### src/rtl/ras_pkg.sv
// Shared definitions for the return-address-stack speculation path.
// Consumed by ras_ctrl and by the stack itself so both agree on level count and width.
package ras_pkg;

  // Stack operation requested for one fetch beat.
  typedef enum logic [1:0] {
    RAS_NONE = 2'd0,
    RAS_PUSH = 2'd1,
    RAS_POP  = 2'd2
  } ras_op_e;

  localparam int unsigned RAS_STAGES     = 2;
  localparam int unsigned RAS_WIDTH      = 32;
  localparam int unsigned RAS_INSN_BYTES = 4;

  // Return address of a call at pc; wraps modulo 2^RAS_WIDTH.
  function automatic logic [RAS_WIDTH-1:0] ret_addr(input logic [RAS_WIDTH-1:0] pc);
    return pc + RAS_WIDTH'(RAS_INSN_BYTES);
  endfunction

endpackage

### src/rtl/ras_ctrl.sv
// Speculation controller in front of the return address stack.
// Turns fetch call/ret/branch beats and in-order branch resolutions into stack
// push/pop/din and per-level commit/flush pulses, and tracks outstanding levels.
//
// Ports:
//   clk, reset          - clock, synchronous active-high reset
//   fe_valid/fe_ready   - fetch beat handshake (fe_ready is combinational)
//   fe_call/fe_ret      - beat is a call / return (mutually exclusive)
//   fe_branch           - beat opens a new speculation level
//   fe_pc               - PC of the beat
//   rs_valid            - oldest outstanding branch resolves this cycle
//   rs_mispredict       - resolution was a misprediction
//   push/pop/din        - registered stack operation and return address
//   commit/flush        - registered one-hot level pulses
//   depth               - outstanding speculation levels
module ras_ctrl
  import ras_pkg::*;
#(
  parameter int unsigned STAGES     = RAS_STAGES,
  parameter int unsigned WIDTH      = RAS_WIDTH,
  parameter int unsigned INSN_BYTES = RAS_INSN_BYTES,
  localparam int unsigned DW        = $clog2(STAGES + 1)
) (
  input  logic              clk,
  input  logic              reset,
  input  logic              fe_valid,
  output logic              fe_ready,
  input  logic              fe_call,
  input  logic              fe_ret,
  input  logic              fe_branch,
  input  logic [WIDTH-1:0]  fe_pc,
  input  logic              rs_valid,
  input  logic              rs_mispredict,
  output logic              push,
  output logic              pop,
  output logic [WIDTH-1:0]  din,
  output logic [STAGES-1:0] commit,
  output logic [STAGES-1:0] flush,
  output logic [DW-1:0]     depth
);

  ras_op_e             op_d, op_q;
  logic [WIDTH-1:0]    din_d, din_q;
  logic [STAGES-1:0]   commit_d, commit_q;
  logic [STAGES-1:0]   flush_d, flush_q;
  logic [DW-1:0]       depth_d, depth_q;

  logic                mispredict;
  logic                accept;
  logic                open;
  logic                res_ok;
  logic [STAGES-1:0]   cur_level;

  // A misprediction squashes fetch outright so the flush never coexists with a stack op.
  assign mispredict = rs_valid && rs_mispredict;
  assign fe_ready   = !reset && !mispredict && ((depth_q < DW'(STAGES)) || rs_valid);
  assign accept     = fe_valid && fe_ready;
  assign open       = accept && fe_branch;
  // Resolution with no outstanding level is a protocol error and is ignored.
  assign res_ok     = rs_valid && (depth_q != '0);

  // One-hot of the youngest outstanding level, depth_q-1.
  always_comb begin
    cur_level = '0;
    for (int unsigned i = 0; i < STAGES; i++) begin
      cur_level[i] = (depth_q == DW'(i + 1));
    end
  end

  always_comb begin
    op_d     = RAS_NONE;
    din_d    = din_q;
    commit_d = '0;
    flush_d  = '0;
    depth_d  = depth_q;

    if (accept && fe_call) begin
      op_d  = RAS_PUSH;
      din_d = fe_pc + WIDTH'(INSN_BYTES);
    end else if (accept && fe_ret) begin
      op_d  = RAS_POP;
    end

    if (rs_valid) begin
      if (!res_ok) begin
        depth_d = '0;
      end else if (rs_mispredict) begin
        flush_d = cur_level;
        depth_d = '0;
      end else begin
        commit_d = cur_level;
        // A same-cycle new level replaces the retiring one.
        if (!open) begin
          depth_d = depth_q - DW'(1);
        end
      end
    end else if (open) begin
      depth_d = depth_q + DW'(1);
    end
  end

  always_ff @(posedge clk) begin
    if (reset) begin
      op_q     <= RAS_NONE;
      din_q    <= '0;
      commit_q <= '0;
      flush_q  <= '0;
      depth_q  <= '0;
    end else begin
      op_q     <= op_d;
      din_q    <= din_d;
      commit_q <= commit_d;
      flush_q  <= flush_d;
      depth_q  <= depth_d;
    end
  end

  always_ff @(posedge clk) begin
    if (!reset && rs_valid) begin
      assert (depth_q != '0)
        else $error("ras_ctrl: resolution with no outstanding speculation level");
    end
  end

  assign push   = (op_q == RAS_PUSH);
  assign pop    = (op_q == RAS_POP);
  assign din    = din_q;
  assign commit = commit_q;
  assign flush  = flush_q;
  assign depth  = depth_q;

endmodule

### config.mk
export PLATFORM = sky130hd
export DESIGN_NAME = ras_ctrl
export DESIGN_NICKNAME = d
export VERILOG_FILES = /design/src/rtl/ras_pkg.sv /design/src/rtl/ras_ctrl.sv
export SDC_FILE = /design/constraint.sdc
export NUM_CORES = 1
export LEC_CHECK = 0
export CORE_ASPECT_RATIO = 1.75
export CORE_MARGIN = 2
export CORE_UTILIZATION = 43
export CTS_CLUSTER_SIZE = 30
export DETAILED_ROUTE_END_ITERATION = 16
export HOLD_SLACK_MARGIN = 0.1
export PLACE_DENSITY_LB_ADDON = 0.08
export SYNTH_ARGS = -nofsm -noshare
export SYNTH_HDL_FRONTEND = slang
export SYNTH_SLANG_ARGS = --single-unit
export TNS_END_PERCENT = 5
### constraint.sdc
create_clock -name clk -period 1.8 [get_ports clk]
set_input_delay 0.27 -clock clk [delete_from_list [all_inputs] [get_ports clk]]
set_output_delay 0.27 -clock clk [all_outputs]
set_load 0.03 [all_outputs]
Word level (Yosys, flattened, before mapping)
Index checks and enable logic that the tools add are counted.
{ "word_totals": {"ff_bits": 40} }
{ "classes": {"n_eq_ne": 5, "bitwise_logic": 3, "order_cmp": 1, "n_mux": 7, "add_sub_neg": 3, "reduce_logical": 17} }
{ "ops": {"columns": ["operator", "n"], "rows": [
  ["$add A32 B3 Y32 const B", 1],
  ["$mux W2", 6],
  ["$logic_and A1 B1 Y1", 8],
  ["$reduce_or A4 Y1", 2],
  ["$eq A2 B1 Y1 const B", 2],
  ["$eq A2 B2 Y1 const B", 2],
  ["$ne A4 B4 Y1 const B", 1],
  ["$reduce_bool A2 Y1", 2],
  ["$not A1 Y1", 3],
  ["$add A2 B1 Y2 const B", 1],
  ["$logic_not A1 Y1", 2],
  ["$lt A2 B2 Y1 const B", 1],
  ["$reduce_and A2 Y1", 1],
  ["$reduce_or A2 Y1", 1],
  ["$sub A2 B1 Y2 const B", 1],
  ["$logic_or A1 B1 Y1", 1],
  ["$mux W1", 1]
]} }

Longest topological paths before layout
Gate-level depths: netlist of run 1.
{ "depth": {"ltp_word": 10, "depth_mapped": 7, "ltp_nobuf": 6} }

Worst setup path before layout of run 1
OpenSTA, ideal clock, no wires.
{ "synth_path": {"path_kind": "register to register", "start": "register depth_q[1], in the netlist depth[1]", "end": "register depth_q[1], in the netlist depth[1]", "setup_slack_ns": 0.079, "arrival_time_ns": 1.646, "path_stages_with_launch": 6, "required_time_ns": 1.725, "path_cell_list": "dfxtp_1 > nand2b_1 > and4b_1 > and2_1 > or4b_1 > a31oi_1"} }
{ "synth_between": {"elab_chain_len": 7, "word_cells_on_any_way": 17} }
{ "synth_lines": {"columns": ["element", "line_no", "text"], "rows": [
  ["start, declared", "ras_ctrl.sv:46", "logic [DW-1:0] depth_d, depth_q;"],
  ["start signal, assigned", "ras_ctrl.sv:114", "depth_q <= depth_d;"],
  ["$lt A2 B2 Y1", "ras_ctrl.sv:56", "assign fe_ready = !reset && !mispredict && ((depth_q < DW'(STAGES)) || rs_valid);"],
  ["$logic_or A1 B1 Y1", "ras_ctrl.sv:56", null],
  ["$logic_and A1 B1 Y1", "ras_ctrl.sv:56", null],
  ["$logic_and A1 B1 Y1", "ras_ctrl.sv:57", "assign accept = fe_valid && fe_ready;"],
  ["$logic_and A1 B1 Y1", "ras_ctrl.sv:58", "assign open = accept && fe_branch;"],
  ["$ne A4 B4 Y1 (no line) or $reduce_bool A2 Y1 (tied branches)", null, null],
  ["$reduce_and A2 Y1 (no line)", null, null]
]} }
Several ways; a longest one is shown, not always the timed one. The select of a mux whose other input is x is not followed.
A chain may end at the register's enable or synchronous reset.

Final worst setup path of run 1
{ "layout_path": {"start": "input fe_pc[15]", "end": "register din_q[30], in the netlist din[30]"} }
{ "layout_between": {"elab_chain_len": 1} }
{ "layout_lines": {"columns": ["element", "line_no", "text"], "rows": [
  ["start, declared", "ras_ctrl.sv:31", "input logic [WIDTH-1:0] fe_pc,"],
  ["$add A32 B3 Y32", "ras_ctrl.sv:79", "din_d = fe_pc + WIDTH'(INSN_BYTES);"],
  ["end signal, assigned", "ras_ctrl.sv:111", "din_q <= din_d;"],
  ["end, declared", "ras_ctrl.sv:43", "logic [WIDTH-1:0] din_d, din_q;"]
]} }
Every way passes these cells.

==> reports/metrics.cfg, run 1 <==
[run_status]
status = complete, no violations

[timing]
finalHoldViolCount = 0
worst_slew_margin_rel_pct = 75.1
rsz0062_at_grt = true
tightest_slew_ns = 0.371
skew_ns = 0.00684
setup_viol = 0
tns_ns = 0
finalCritPeriodShare_pct = 96.0
layout_min_cycle_time_ns = 1.73
finalMaxSlewViolations = 0
fmax_ghz = 0.579

[logic_synthesis]
synth_cell_types = 33
synth_common_cells = dfxtp_1, nand2_1, nor2_1, xor2_1
synth_top_cell_area_share_pct = 40.3
synthCells = 229
synth.net_count = 273
yosysWarnings = 0
synthArstFlopShare_pct = 0
avgSynthCellArea_um2 = 8.69
ys_ff_latch = 40
synth-seq-area-share_pct = 40.3
synth_area_um2 = 1990
synth.most_common_cell = dfxtp_1
yosys.area.top_type = dfxtp_1
synth_edf_count = 0
synthFlopType = dfxtp_1
ys_top_cells_by_area = dfxtp_1, xor2_1, nand3b_1

[global_route]
gr-usage-all-layers_pct = 19.9
grt_max_degree = 38
grt_pass1_wl_mm = 8.34
first_global_vias = 1957
grt_overflow = 0
antenna_found_initial = 0

[clock_network]
clock_latency_ns = 0.28
post_cts_buffers = 0
h-tree-depth = 2
cts_max_path_buffers = 2
clock_sinks = 40
cts-root-buf = clkbuf_8
tritoncts = yes
clk_pin_slew_worst_paths_ns = 0.08
numCtsBuffers = 5

[power]
p_leak_nw = 1.24
p_int_mw = 1.42
pwr-share-comb_pct = 23.1
power_switching_uw = 527
finalPower_mw = 1.95
power_frac_seq_pct = 48.2
clkPwrFrac_pct = 28.7
swShare_pct = 27.0
ir_worst_vdd_mv = 0.600
power.density_nw_per_um2 = 601

[die]
rows = 32
fp.dieH_um = 94.0
core_um2 = 4440
die_w_um = 55.4
io_pins = 81
start_util_pct = 44.8
die_area_um2 = 5210

[placement]
gp_congestion = 0.807
dp_hpwl_mm = 3.86
io_buffers = 80

[cells_and_area]
fin_nets = 393
antenna-diode-count = 0
areaGrowthSynthToFinish_pct = 62.9
drive_above_1_share_pct = 17.5

[critical_path]
startpoint_type = input port
reg2reg_from = depth[1]
critPathLaunch = fe_pc[15]
worst-r2r-cell-count = 5
cp-end-kind = flip-flop
r2r-end = depth[1]
reg2reg_slack_ns = 0.23
crit_required_ns = 2.01
cp_max_fo = 3
crit_type = in2reg
cp.arrival_ns = 1.94
critical_path.endpoint = din[30]

[drt]
wl_per_cell_um = 12.5
postRouteAntennaNets = 0
routed_via_density = 5.12
vias = 2049
drt-initial-drc-count = 37
routed_wirelength_mm = 5.01
drt-pass1-iter-count = 4
drc = 0

[job]
cap_violations = 0

[worst_hold_path]
hold_path_class = in2reg

cell families after synthesis:
group                    count (synthesis)  share of synthesized area (%)
AO/OA/AOI/OAI                           33                           10.5
buffers and inverters                   15                           2.96
multiplexers                             1                          0.503
adder cells (fa/ha/maj)                  4                           2.52
AND/OR/NAND/NOR                        107                           30.5
XOR/XNOR                                29                           12.8
flip-flops                              40                           40.3
layer usage:
layer / global-route usage (%) / vias to the layer above / share of wire [%]
li1: - / 1040 / -
met2: 37.1 / 62 / 54
met4: 8.94 / 0 / 2.5
met5: 0 / - / 0
met3: 3.86 / 10 / 4.8
met1: 21.3 / 937 / 39
stage by stage:
| step | hold slack (ns) | setup WS (ns) | instance area (um2) | util (%) | cells |
|---|---|---|---|---|---|
| CTS | 0.463 | 0.0649 | 3220 | 72.6 | 400 |
| global route | 0.347 | -0.00331 | 3240 | 72.9 | 400 |
| finish | 0.316 | 0.0722 | 3240 | 72.9 | 400 |
| detailed placement | 0.453 | -0.211 | 3150 | 70.8 | 393 |
| floorplan | 0.366 | 0.0791 | 1990 | - | 229 |
| global placement | 0.445 | -0.200 | 3150 | 70.8 | 393 |
critical path, stage by stage:
cell	delay (ns)
clkdlybuf4s50_1	0.50
nand4_1	0.19
nor4_2	0.45
nand4_1	0.16
xor2_1	0.16
a211oi_1	0.21
power groups by stage:
stage	clock network (mW)	registers, mW	logic (mW)
3_3_place_gp	0	0.958	0.448
3_5_place_dp	0	0.959	0.450
4_1_cts	0.573	0.939	0.453
6_report	0.559	0.939	0.451
5_1_grt	0.618	0.943	0.486
2_1_floorplan	0	1.03	0.120
state kept, by name, indices dropped and copies added, names as in the netlist:
name,cells
flush,2
depth,2
commit,2
din,32
op_q,2
final cells by class:
| type | count | area (um2) |
|---|---|---|
| fill | 365 | 1200 |
| clock inverter | 1 | 5.00 |
| multi-input combinational | 174 | 1140 |
| inverter | 5 | 18.8 |
| timing repair buffer | 123 | 1140 |
| tap | 51 | 63.8 |
| clock buffer | 6 | 72.6 |
| sequential | 40 | 801 |
layout by cell type, fill, tap and decap left out, types with 6 or more instances in the layout:
cell / netlist / routed
clkdlybuf4s50_1: 0 / 78
buf_4: 0 / 42
dfxtp_1: 40 / 40
nand2_1: 25 / 24
nor2_1: 24 / 23
xor2_1: 21 / 21
nand3b_1: 16 / 16
o21ai_0: 16 / 15
nand4_1: 12 / 12
a211oi_1: 11 / 11
xnor2_1: 8 / 8
nand3_1: 6 / 6
worst min-delay path by stage:
stage	startpoint	endpoint	slack (ns)	cells past startpoint
after floorplan	fe_pc[2]	din[2]	0.37	1
final	rs_valid	flush[0]	0.32	3
after global routing	rs_valid	flush[0]	0.35	3
after CTS	din[0]	din[0]	0.46	2
after detailed placement	din[0]	din[0]	0.45	2
after global placement	din[0]	din[0]	0.44	2
timing repair:
| item | CTS | global route |
|---|---|---|
| setup endpoints to repair | 0 | 8 |
| gates resized for setup | 0 | 6 |
| hold buffers | 0 | 0 |
Power figures use the tool's default switching activity.
==> run 2: changes to the inputs <==
--- a/config.mk
+++ b/config.mk
@@ -5,13 +5,15 @@
 export SDC_FILE = /design/constraint.sdc
 export NUM_CORES = 1
 export LEC_CHECK = 0
+export ABC_AREA = 1
 export CORE_ASPECT_RATIO = 1.75
 export CORE_MARGIN = 2
-export CORE_UTILIZATION = 43
+export CORE_UTILIZATION = 45
 export CTS_CLUSTER_SIZE = 30
 export DETAILED_ROUTE_END_ITERATION = 16
 export HOLD_SLACK_MARGIN = 0.1
-export PLACE_DENSITY_LB_ADDON = 0.08
+export PLACE_DENSITY = 0.87
+export RECOVER_POWER = 50
 export SYNTH_ARGS = -nofsm -noshare
 export SYNTH_HDL_FRONTEND = slang
 export SYNTH_SLANG_ARGS = --single-unit
==> run 2 against run 1 <==
Routed wire length up 42%; maximum frequency up 2.4%; die area up 10%; cell area up 3.9%; largest cell class unchanged; sequential share of layout area down 0.93 points; total power up 8.3%.
==> reports/metrics.cfg, run 2 <==
[global_route]
grt_overflow = 0  ; unchanged
grt_max_degree = 28  ; -26%
gr-usage-all-layers_pct = 25.8  ; +5.9 points
grt_pass1_wl_mm = 11.5  ; +38%
first_global_vias = 2591  ; +32%
antenna_found_initial = 0  ; unchanged

[critical_path]
slowest_stage = clkdlybuf4s50_1
cp.arrival_ns = 1.42  ; -0.52 ns
crit_chain = inv_1, nor2_1, clkdlybuf4s50_1
startpoint_type = flip-flop
slowest_delay_ns = 0.68  ; +0.18 ns
cp_max_fo = 2  ; -1
cp_top_family = buffers and inverters
cp-end-kind = output port
crit_type = reg2out
reg2reg_slack_ns = 0.19  ; -0.04 ns
cp.buffers_inverters = 2  ; +1
crit_required_ns = 1.53  ; -0.48 ns

[run_status]
status = complete, no violations

[logic_synthesis]
ys_top_cells_by_area = dfxtp_1, nand2_1, nor2_1
ys_ff_latch = 40  ; unchanged
synthArstFlopShare_pct = 0  ; unchanged
synthCells = 369  ; +61%
synthFlopType = dfxtp_1
synth_cell_types = 24  ; -27%
yosysWarnings = 0  ; unchanged
synth_top_cell_area_share_pct = 34.8  ; -5.5 points
yosys.area.top_type = dfxtp_1
synth_area_um2 = 2300  ; +16%
avgSynthCellArea_um2 = 6.24  ; -28%
synth_common_cells = nand2_1, nor2_1, dfxtp_1, inv_1, nand3_1
synth.most_common_cell = nand2_1
synth-seq-area-share_pct = 34.8  ; -5.5 points
synth.net_count = 413  ; +51%
synth_edf_count = 0  ; unchanged

[power]
swShare_pct = 29.3  ; +2.3 points
ir_worst_vdd_mv = 0.478  ; -20%
p_int_mw = 1.49  ; +5.0%
power_switching_uw = 619  ; +17%
pwr-share-comb_pct = 24.2  ; +1.1 points
finalPower_mw = 2.11  ; +8.3%
clkPwrFrac_pct = 30.9  ; +2.2 points
p_leak_nw = 1.54  ; +25%
power_frac_seq_pct = 44.9  ; -3.3 points
power.density_nw_per_um2 = 627  ; +4.3%

[timing]
finalCritPeriodShare_pct = 93.7  ; -2.3 points
hold_ws_ns = 0.455  ; +0.139 ns
setup_viol = 0  ; unchanged
layout_min_cycle_time_ns = 1.69  ; -0.0413 ns
fmax_ghz = 0.593  ; +2.4%
finalHoldViolCount = 0  ; unchanged
worst_slew_margin_rel_pct = 67.3  ; -7.8 points
finalMaxSlewViolations = 0  ; unchanged
rsz0062_at_grt = false
tns_ns = 0  ; unchanged
skew_ns = 0.00834  ; +0.00150 ns
tightest_slew_ns = 0.490  ; +0.119 ns

[drt]
drt-pass1-iter-count = 4  ; unchanged
routed_via_density = 5.04  ; -1.7%
routed_wirelength_mm = 7.10  ; +42%
wl_per_cell_um = 13.5  ; +8.1%
vias = 2644  ; +29%
drt-initial-drc-count = 73  ; +97%
drc = 0  ; unchanged
postRouteAntennaNets = 0  ; unchanged

[placement]
placed_cells = 518  ; +32%
io_buffers = 80  ; unchanged
gp_congestion = 0.898  ; +11%
dpl-instance-area_um2 = 3290  ; +4.5%
dp_hpwl_mm = 5.71  ; +48%

[die]
start_util_pct = 46.7  ; +1.9 points
die_w_um = 58.1  ; +4.8%
die_area_um2 = 5730  ; +10%
fp.dieH_um = 98.6  ; +4.9%
io_pins = 81  ; unchanged
rows = 34  ; +6.3%
core_um2 = 4930  ; +11%

[clock_network]
clk_pin_slew_worst_paths_ns = 0.07  ; about the same
clock_sinks = 40  ; unchanged
cts_resized = 0  ; unchanged
h-tree-depth = 2  ; unchanged
holdBufCountCts = 0  ; unchanged
numCtsBuffers = 5  ; unchanged
tritoncts = yes
clock_latency_ns = 0.30  ; +0.02 ns
cts-root-buf = clkbuf_8
post_cts_buffers = 0  ; unchanged
cts_max_path_buffers = 2  ; unchanged

[cells_and_area]
final_cells = 525  ; +31%
areaGrowthSynthToFinish_pct = 46.3
stdcell_area_um2 = 3370  ; +3.9%
largest_register_ffs = 32  ; unchanged
drive_above_1_share_pct = 7.64  ; -9.8 points
antenna-diode-count = 0  ; unchanged
final_cell_mix = nand2_1, nor2_1, clkdlybuf4s50_1
layout_commonest_cell = nand2_1
fin_nets = 515  ; +31%

[worst_hold_path]
hold_path_class = reg2reg

[job]
cap_violations = 0  ; unchanged

run 2: cell count changes in the layout (fill, tap and decap cells not counted), sizes merged, moves of 10 or more:
cell,change
nand2,+117
nor2,+50
inv,+24
buf,-23
dlygate4sd3,+22
clkdlybuf4s50,-21
xor2,-15
a211oi,-13
nand3,+13
nand4,-11
a21oi,+10
run 2: kinds of logic (layout without fill, tap and decap cells):
family	count (synthesis)	count (layout)	share of synthesized area (%)
buffers and inverters	37	139	7.55
AOI/OAI and AO/OA	27	27	5.87
xor gates and xnor gates	13	13	4.95
adders and majority gates	4	4	2.17
and+or+nand+nor	248	248	44.7
DFF	40	40	34.8
run 2: power groups by stage:
stage                     Combinational [mW]  Sequential [mW]  Clock (mW)
after floorplan                        0.182             1.04           0
after global placement                 0.511            0.968           0
after CTS                              0.523            0.950       0.652
after global routing                   0.552            0.952       0.686
final                                  0.510            0.948       0.653
after detailed placement               0.519            0.969           0
run 2: final timing paths:
path	start	end	cells past startpoint
worst min-delay path	din[19]	din[19]	2
worst max-delay path	op_q[0]	push	3
worst min register to register	din[19]	din[19]	2
worst max register to register	depth[1]	din[8]	8
run 2: through the flow:
| stage | setup WS, ns | utilization (%) |
|---|---|---|
| finish | 0.114 | 68.2 |
| global route | 0.0290 | 68.2 |
| floorplan | 0.216 | - |
| CTS | 0.107 | 68.6 |
| detailed placement | -0.112 | 66.6 |
| global placement | -0.0528 | 66.6 |
run 2: worst register-to-register path: cells and delay by family, from the launching register on:
| kind | cells | cell delay [ns] |
|---|---|---|
| buf+inv | 2 | 0.17 |
| compound gates | 1 | 0.10 |
| flops | 1 | 0.39 |
| simple gates | 5 | 0.87 |
run 2: final cells by class:
class	instances	area, um2
well taps	54	67.6
repair buffers	102	968
inverters	30	116
fillers	442	1570
clock buffers	7	96.3
multi-input cells	292	1320
flip-flops and latches	40	801
run 2: routing by layer:
metal / part of all wire [%] / vias to the layer above / GRT usage [%]
li1: - / 1351 / -
met1: 38 / 1202 / 26.3
met2: 56 / 74 / 49.5
met3: 3.5 / 17 / 2.76
met4: 3.1 / 0 / 12.7
met5: 0 / - / 0
==> run 3: changes to the inputs <==
--- a/config.mk
+++ b/config.mk
@@ -9,11 +9,13 @@
 export CORE_ASPECT_RATIO = 1.75
 export CORE_MARGIN = 2
 export CORE_UTILIZATION = 45
+export CTS_CLUSTER_DIAMETER = 50
 export CTS_CLUSTER_SIZE = 30
 export DETAILED_ROUTE_END_ITERATION = 16
 export HOLD_SLACK_MARGIN = 0.1
 export PLACE_DENSITY = 0.87
 export RECOVER_POWER = 50
+export REMOVE_ABC_BUFFERS = 1
 export SYNTH_ARGS = -nofsm -noshare
 export SYNTH_HDL_FRONTEND = slang
 export SYNTH_SLANG_ARGS = --single-unit
==> run 3 against run 2 <==
First-iteration DRC count increased by 34%; non-clock buffer count increased by 4; die area did not move; worst hold slack is essentially flat; sequential power hardly changed; routed wire length hardly changed; largest power group is now the clock network.
==> reports/metrics.cfg, run 3 (same netlist as run 2, synthesis figures left out) <==
[placement]
placed_cells = 522  ; +0.77%
dpl-instance-area_um2 = 3330  ; +1.3%
io_buffers = 80  ; unchanged
gp_congestion = 0.963  ; +7.2%
post-place-ws_ns = -0.168  ; -0.0567 ns
dp_hpwl_mm = 5.64  ; -1.3%

[job]
cap_violations = 0  ; unchanged

[drt]
drt-pass1-iter-count = 4  ; unchanged
drc = 0  ; unchanged
wl_per_cell_um = 13.4  ; -0.92%
postRouteAntennaNets = 0  ; unchanged
drt-initial-drc-count = 98  ; +34%
routed_via_density = 5.04  ; +0.11%
vias = 2672  ; +1.1%
routed_wirelength_mm = 7.11  ; about the same

[cells_and_area]
multi_input_area_um2 = 1340  ; +1.9%
largest_register_ffs = 32  ; unchanged
layout_commonest_cell = nand2_1
antenna-diode-count = 0  ; unchanged
final_cells = 530  ; +0.95%
regArea_um2 = 801  ; unchanged
utilization_pct = 70.6  ; +2.4 points
stdcell_area_um2 = 3490  ; +3.5%
fin_nets = 519  ; +0.78%
final_cell_mix = nand2_1, nor2_1, clkdlybuf4s50_1
areaGrowthSynthToFinish_pct = 51.4
fill_cells = 419  ; -5.2%
drive_above_1_share_pct = 9.87  ; +2.2 points

[global_route]
grt_max_degree = 22  ; -21%
grt_pass1_wl_mm = 11.5  ; +0.36%
grt_overflow = 0  ; unchanged
antenna_found_initial = 0  ; unchanged
first_global_vias = 2678  ; +3.4%
gr-usage-all-layers_pct = 26.0  ; +0.20 points

[timing]
finalHoldViolCount = 0  ; unchanged
rsz0062_at_grt = false
tightest_slew_ns = 0.419  ; -0.0713 ns
worst_slew_margin_rel_pct = 72.0  ; +4.8 points
finalMaxSlewViolations = 0  ; unchanged
finalWorstSetupSlack_ns = 0.0992  ; -0.0143 ns
setup_viol = 0  ; unchanged
hold_ws_ns = 0.455  ; +0.000293 ns
fmax_ghz = 0.588  ; -0.84%
skew_ns = 0.00547  ; -0.00288 ns
tns_ns = 0  ; unchanged
finalCritPeriodShare_pct = 94.5  ; +0.80 points
layout_min_cycle_time_ns = 1.70  ; +0.0143 ns

[clock_network]
clk_pin_slew_worst_paths_ns = 0.08  ; about the same
post_cts_buffers = 0  ; unchanged
cts_max_path_buffers = 2  ; unchanged
h-tree-depth = 2  ; unchanged
cts-root-buf = clkbuf_8
tritoncts = yes
clock_latency_ns = 0.30  ; about the same
cts_resized = 0  ; unchanged
numCtsBuffers = 5  ; unchanged
holdBufCountCts = 0  ; unchanged
clock_sinks = 40  ; unchanged

[worst_hold_path]
hold_path_class = reg2reg
whs_path_depth = 2  ; unchanged

[die]
die_w_um = 58.1  ; unchanged
die_area_um2 = 5730  ; unchanged
start_util_pct = 46.7  ; unchanged
core_um2 = 4930  ; unchanged
io_pins = 81  ; unchanged
rows = 34  ; unchanged
fp.dieH_um = 98.6  ; unchanged

[critical_path]
startpoint_type = input port
cp-end-kind = output port
cp.arrival_ns = 1.43  ; about the same
crit_type = in2out
worst-r2r-cell-count = 9  ; +1
cp_max_fo = 5  ; +3
crit_required_ns = 1.53  ; about the same

[power]
finalPower_mw = 2.50  ; +18%
ir_worst_vdd_mv = 0.603  ; +26%
power.density_nw_per_um2 = 717  ; +14%
p_leak_nw = 1.56  ; +1.0%

[run_status]
status = complete, no violations

run 3: cell types whose count changed in the layout (fill, tap and decap cells not counted), sizes merged:
cell / before / now
clkdlybuf4s50: 57 / 67
dlygate4sd3: 22 / 12
buf: 21 / 25
bufinv: 0 / 3
clkbuf: 9 / 7
run 3: per-layer routing:
| layer | GRT usage (%) | vias to the layer above | routed length (um) |
|---|---|---|---|
| li1 | - | 1356 | - |
| met3 | 4.72 | 31 | 341 |
| met5 | 0 | - | 0 |
| met4 | 16.8 | 0 | 327 |
| met1 | 24.3 | 1191 | 2470 |
| met2 | 49.0 | 94 | 3970 |
run 3: where the power goes:
part	leakage [nW]	total [mW]	internal (mW)	switching, mW
Clock	0.0784	1.02	0.694	0.329
Sequential	0.326	0.948	0.925	0.0233
Combinational	1.15	0.528	0.237	0.291
run 3: layout make-up:
cell class / count / share of cell area [%]
inverters: 30 / 3.34
multi-input cells: 292 / 38.5
clock inverters: 3 / 2.58
flip-flops and latches: 40 / 23.0
repair buffers: 106 / 28.7
clock buffers: 5 / 1.97
well taps: 54 / 1.94
run 3: final timing paths:
kind | slack, ns | endpoint | startpoint
min | 0.45 | din[18] | din[18]
min reg2reg | 0.45 | din[18] | din[18]
max reg2reg | 0.23 | din[29] | depth[1]
max | 0.1 | fe_ready | rs_mispredict
run 3: worst max-delay path: stages:
cell and delay, ns:
clkdlybuf4s50_1 0.47, nand2_1 0.11, nand2_2 0.06, nor2_4 0.11
clkbuf_1 0.21, buf_4 0.20
